File: config.mk
export PLATFORM = sky130hd
export DESIGN_NAME = alu_operand_register_file
export DESIGN_NICKNAME = d
export VERILOG_FILES = /design/src/rtl/alu_operand_register_file.sv
export SDC_FILE = /design/constraint.sdc
export NUM_CORES = 1
export LEC_CHECK = 0
export ABC_CLOCK_PERIOD_IN_PS = 1500
export CAP_MARGIN = 5
export CORE_MARGIN = 4
export CORE_UTILIZATION = 35
export DETAILED_ROUTE_END_ITERATION = 8
export SETUP_SLACK_MARGIN = 0.05
export SLEW_MARGIN = 20
export SYNTH_ARGS = -nofsm -noshare
export SYNTH_HDL_FRONTEND = slang
export SYNTH_SLANG_ARGS = --single-unit
File: constraint.sdc
create_clock -name clock -period 1.5 [get_ports clock]
set_input_delay 0.3 -clock clock [delete_from_list [all_inputs] [get_ports clock]]
set_output_delay 0.3 -clock clock [all_outputs]
set_load 0.05 [all_outputs]
File: src/rtl/alu_operand_register_file.sv
// Per-thread register file feeding the ALU operands: 13 general-purpose registers plus
// the read-only %blockIdx (R13), %blockDim (R14) and %threadIdx (R15) special registers.
module alu_operand_register_file #(
    parameter int THREADS_PER_BLOCK = 4,
    parameter int THREAD_ID         = 0,
    parameter int DATA_BITS         = 8
) (
    input  logic                 clock,
    input  logic                 reset,
    input  logic                 enable,
    input  logic [7:0]           block_id,
    input  logic [2:0]           core_state,
    input  logic [3:0]           decoded_rd_address,
    input  logic [3:0]           decoded_rs_address,
    input  logic [3:0]           decoded_rt_address,
    input  logic                 decoded_reg_write_enable,
    input  logic [1:0]           decoded_reg_input_mux,
    input  logic [DATA_BITS-1:0] decoded_immediate,
    input  logic [DATA_BITS-1:0] alu_out,
    input  logic [DATA_BITS-1:0] lsu_out,
    output logic [DATA_BITS-1:0] rs,
    output logic [DATA_BITS-1:0] rt
);

    localparam logic [2:0] ST_REQUEST = 3'b011;
    localparam logic [2:0] ST_UPDATE  = 3'b110;
    localparam int         NUM_GPR    = 13;

    logic [NUM_GPR-1:0][DATA_BITS-1:0] gpr;
    logic [DATA_BITS-1:0]              block_idx;
    logic [15:0][DATA_BITS-1:0]        rf;
    logic [DATA_BITS-1:0]              wr_data;
    logic                              wr_en;

    // R14/R15 are constants, so they are not storage at all and cannot be written.
    always_comb begin
        rf = '0;
        for (int i = 0; i < NUM_GPR; i++) rf[i] = gpr[i];
        rf[13] = block_idx;
        rf[14] = DATA_BITS'(THREADS_PER_BLOCK);
        rf[15] = DATA_BITS'(THREAD_ID);
    end

    always_comb begin
        wr_data = alu_out;
        case (decoded_reg_input_mux)
            2'b01:   wr_data = lsu_out;
            2'b10:   wr_data = decoded_immediate;
            default: wr_data = alu_out;
        endcase
    end

    assign wr_en = enable && (core_state == ST_UPDATE) && decoded_reg_write_enable &&
                   (decoded_rd_address <= 4'd12) && (decoded_reg_input_mux != 2'b11);

    always_ff @(posedge clock or negedge reset) begin
        if (!reset) begin
            gpr <= '0;
        end else if (wr_en) begin
            for (int i = 0; i < NUM_GPR; i++)
                if (decoded_rd_address == 4'(i)) gpr[i] <= wr_data;
        end
    end

    // %blockIdx follows block_id on every enabled edge, whatever the core is doing.
    always_ff @(posedge clock or negedge reset) begin
        if (!reset)
            block_idx <= '0;
        else if (enable)
            block_idx <= DATA_BITS'(block_id);
    end

    always_ff @(posedge clock or negedge reset) begin
        if (!reset) begin
            rs <= '0;
            rt <= '0;
        end else if (enable && core_state == ST_REQUEST) begin
            rs <= rf[decoded_rs_address];
            rt <= rf[decoded_rt_address];
        end
    end

endmodule

* Word level (Yosys, flattened, before mapping)
Index checks and enable logic that the tools add are counted.
** Storage, ports and cells
- Bits in registers :: 128
- Bits in latches :: 0
- Memory bits (writable) :: 0
- Bits in read-only memories :: 0
- Input port bits :: 53
- Output and inout bits :: 16
- Logic and storage cells :: 60
- Memories kept :: 0
** Operators by class
- $add $sub $neg :: 0
- $mul :: 0
- Divide/modulo/power cells :: 0
- Magnitude comparators :: 3
- Equality and inequality tests :: 17
- Shift operators :: 0
- Mux-type cells :: 5
- Bitwise logic cells :: 0
- Reduce and logical (&&, ||, !) cells :: 19
** Operator list (number)
- $bmux W8 S4 :: 2
- $reduce_and A2 Y1 :: 13
- $eq A4 B4 Y1 const B :: 5
- $eq A4 B3 Y1 const B :: 4
- $mux W8 :: 2
- $pmux W8 S2 :: 1
- $lt A4 B5 Y1 const B :: 2
- $eq A4 B2 Y1 const B :: 2
- $logic_and A1 B1 Y1 :: 5
- $eq A4 B1 Y1 const B :: 1
- $le A4 B4 Y1 const B :: 1
- $logic_not A4 Y1 :: 1
- $eq A3 B2 Y1 const B :: 1
- $eq A3 B3 Y1 const B :: 1
- $eq A2 B1 Y1 const B :: 1
- $eq A2 B2 Y1 const B :: 1
- $ne A2 B2 Y1 const B :: 1

* Depth between registers and ports, before layout
- Word-level depth :: 6
- Gate-level depth with buffers :: 7
- Depth with buffers taken out :: 5

* Worst setup path before layout
No wires, ideal clock.
- Path type :: input -> register
- From :: input decoded_reg_input_mux[0]
- To :: register gpr[88] (netlist bit)
- Library setup time :: 0.125 ns
- Data arrival time :: 1.745 ns
- Data required time :: 1.375 ns
- Slack :: -0.370 ns
- Stages on the path :: 6
- Cell sequence :: ha_1 > nand4bb_4 > nor4b_4 > and3_1 > buf_6 > mux2_4
** On the way
- Word-level cells in the longest chain between the ends :: 3
- Elaborated cells between the ends (all ways) :: 6
- Classes of those cells :: eq/ne: 3; mux: 1; reduce/logical: 2
** Ends and longest elaborated chain
- start, declared :: line 17 : input logic [1:0] decoded_reg_input_mux,
- $ne A2 B2 Y1 :: line 54 : (decoded_rd_address <= 4'd12) && (decoded_reg_input_mux != 2'b11);
- $logic_and A1 B1 Y1 :: line 54
- $reduce_and A2 Y1 (no source line)
- end signal, assigned by index :: line 61 : if (decoded_rd_address == 4'(i)) gpr[i] <= wr_data;
- end, declared :: line 29 : logic [NUM_GPR-1:0][DATA_BITS-1:0] gpr;
Parallel ways exist; a longest one is shown, timed or not.
A chain may end at the register's enable or synchronous reset.

* Worst setup path after layout
- From :: input decoded_reg_input_mux[1]
- To :: register gpr[94] (netlist bit)
The elaborated chain is that of the path after synthesis.

==> impl_metrics.toml <==
[sta]
finalSetupTns_ns = -0.531
worstMarginPinSlew_ns = 0.384
layout_setup_ws_ns = -0.0394
final.period_utilization = 1.03
fin_hold_ws_ns = 0.328
final-hold-violation-count = 0
rsz0062_at_grt = "yes"
finalSetupViolations = 24
max_freq_mhz = 650
slew_viol_final = 0
post-route-min-period_ns = 1.54
maxSlewHeadroom = 0.744
clock_skew_ns = 0.00618

[synthesis]
yosys.area.top_type_share = 0.461
synth_nets = 558
synth_largest_area_cell = "dfrtp_1"
yosysMostFrequentCell = "dfrtp_1"
synthFlopType = "dfrtp_1"
synth_area_mm2 = 0.00695
yosysSeqAreaShare = 0.461
ys.warnings.count = 0
synth_seq_cells = 128
async_reset_ff_frac = 1.00
synth_cells = 502
synth_cell_types = 38
synth_common_cells = "dfrtp_1, mux2_2, mux4_2"
syn_avg_cell_area_um2 = 13.8
synth_edf_count = 0
synth_area_leaders = "dfrtp_1, mux2_2, mux4_2"

[power_and_ir_drop]
p_switching_mw = 2.77
p_comb_frac = 0.189
sw_frac_of_total = 0.260
seqPwrFrac = 0.359
p_leak_nw = 4.68
powerDensity_mw_per_mm2 = 1060
peakVddDrop_v = 0.000586
p_int_mw = 7.90
power_mw = 10.7
clkPwrFrac = 0.452

[setup_path]
cp.required_ns = 1.81
crit_type = "input pin to flop"
crit_arrival_ns = 1.85
cpLargestDelayFamily = "simple AND/OR/NAND/NOR gates"
crit_slowest_cell = "mux2_4"
path_cells = "buf_8, ha_4, nand4bb_4, buf_6, nor4b_4, and3_4, buf_12, mux2_4"
critPathMaxFanout = 8
max_stage_delay_ns = 0.30
critPathCaptureType = "flop"
crit_buf_inv = 3
cp-start-kind = "input pin"

[cells_and_area]
post-route-util = 0.517
multiInputGateArea_mm2 = 0.00394
nets = 709
seq_area_mm2 = 0.00320
fin_area_mm2 = 0.0101
n_antenna_cell = 0
nFillCells = 1654
drive_gt1_frac = 0.535
areaGrowthSynthToFinish_pct = 45.2
final_cells = 931

[detailed_routing]
vias = 5006
postRouteAntennaNets = 0
drc = 0
drtIter0Drc = 282
drt_first_pass_iters = 4
vias_per_cell = 5.38
wire_per_inst_um = 21.3
wirelength_mm = 19.8

[clock_network]
h-tree-depth = 4
clk_pin_slew_ns = 0.06
cts_tree = "yes"
cts-buffers-inserted = 17
clk_latency_ns = 0.43
clock_path_buffers = 2
clock_sinks = 128
clock-root-buffer = "clkbuf_16"

[die]
io_pins = 69
die_width_um = 149
row_count = 51
die_area_mm2 = 0.0222
initial_core_util = 0.356
die_h_um = 149
core_mm2 = 0.0195

[grt]
grt_pass1_vias = 5531
antenna_found_initial = 0
grt_usage = 0.184
grt-ovfl-total = 0
grt_max_degree = 38
grt_pass1_wl_mm = 31.3

[hold_path]
min_path_type = "input pin to asynchronous set/reset pin"

[placed_design]
dpl.hpwl_mm = 14.0
preCtsSetupSlack_ns = -0.865
dp.cells = 883
placed_area_mm2 = 0.00889
globalplace.congestion = 0.853
numPortBuffers = 68

[status]
status = "complete, but fails checks"
violations = "negative setup slack"

[run]
maxCapViolations = 0
sequential cells by signal (all words and copies together) (netlist names):
name,cells
block_idx,8
rt,8
gpr,104
rs,8
final timing paths:
path	from	endpoint	slack [ns]	cells after the start
setup / recovery	decoded_reg_input_mux[1]	gpr[94]	-0.04	8
hold / removal	reset	gpr[61]	0.33	2
setup reg to reg	gpr[58]	rt[2]	0.05	4
hold reg to reg	gpr[35]	gpr[35]	0.53	1
max in group asynchronous	reset	rs[2]	0.58	3
min in group clock	decoded_rt_address[2]	rt[2]	0.44	4
cell usage in the layout (no fill, tap or decap), types with 4 or more instances in the layout:
master           synthesis  final
clkbuf_16                0     18
dlygate4sd2_1            0      9
nor2_1                  14     12
mux2i_1                 33     32
bufinv_16                0      6
a22oi_1                  9      8
nand3b_1                 7      7
dfrtp_1                128    128
buf_12                   0     38
mux4_2                  42     42
o211ai_1                 4      4
a21oi_1                  9      4
nand2_4                  1      6
nand2_1                 19     16
mux2_2                 100     77
clkinv_4                 0      5
clkdlybuf4s50_1          0     35
o21ai_1                  0     11
mux2_4                   8     39
a221oi_1                 9      6
nand3_2                  1      4
buf_6                    1      8
o2111ai_1                5      4
nand2_8                  0      7
buf_4                    6     69
a21oi_2                  0      5
o21ai_0                 28     16
power by group through the flow:
stage	registers [mW]	clock network, mW	logic [mW]
2_1_floorplan	4.09	0	0.644
3_3_place_gp	3.89	0	1.88
3_5_place_dp	3.90	0	1.91
4_1_cts	3.84	4.88	1.98
5_1_grt	3.86	5.03	2.14
6_report	3.84	4.82	2.02
per-layer routing:
metal | vias up | GRT usage | routed length [um]
met4 | 0 | 0.0600 | 297
met5 | - | 0 | 0
li1 | 2240 | - | -
met3 | 20 | 0.0471 | 1400
met2 | 147 | 0.304 | 9910
met1 | 2599 | 0.238 | 8180
kinds of logic (layout without fill, tap and decap cells):
logic type | Yosys count | after routing | synth area share
compound gates | 70 | 70 | 0.0659
fa+ha+maj | 3 | 3 | 0.00540
buf+inv | 41 | 205 | 0.0286
flops | 128 | 128 | 0.461
mux | 191 | 191 | 0.376
simple gates | 69 | 69 | 0.0634
timing repair:
| item | in CTS | in global routing |
|---|---|---|
| pin swaps | 10 | 9 |
| gates cloned | 0 | 1 |
| hold buffers | 1 | 0 |
| resized for setup | 78 | 35 |
| setup buffers | 10 | 4 |
| endpoints found under the setup margin | 120 | 118 |
| hold endpoints to repair | 19 | 0 |
cell type report:
class                      instances  area share
sequential                       128       0.317
clock buffer                      19      0.0449
tap                              265      0.0328
multi-input combinational        333       0.390
inverter                           5     0.00223
clock inverter                    13      0.0232
timing repair buffer             168       0.189
(Power assumes the default switching activity.)
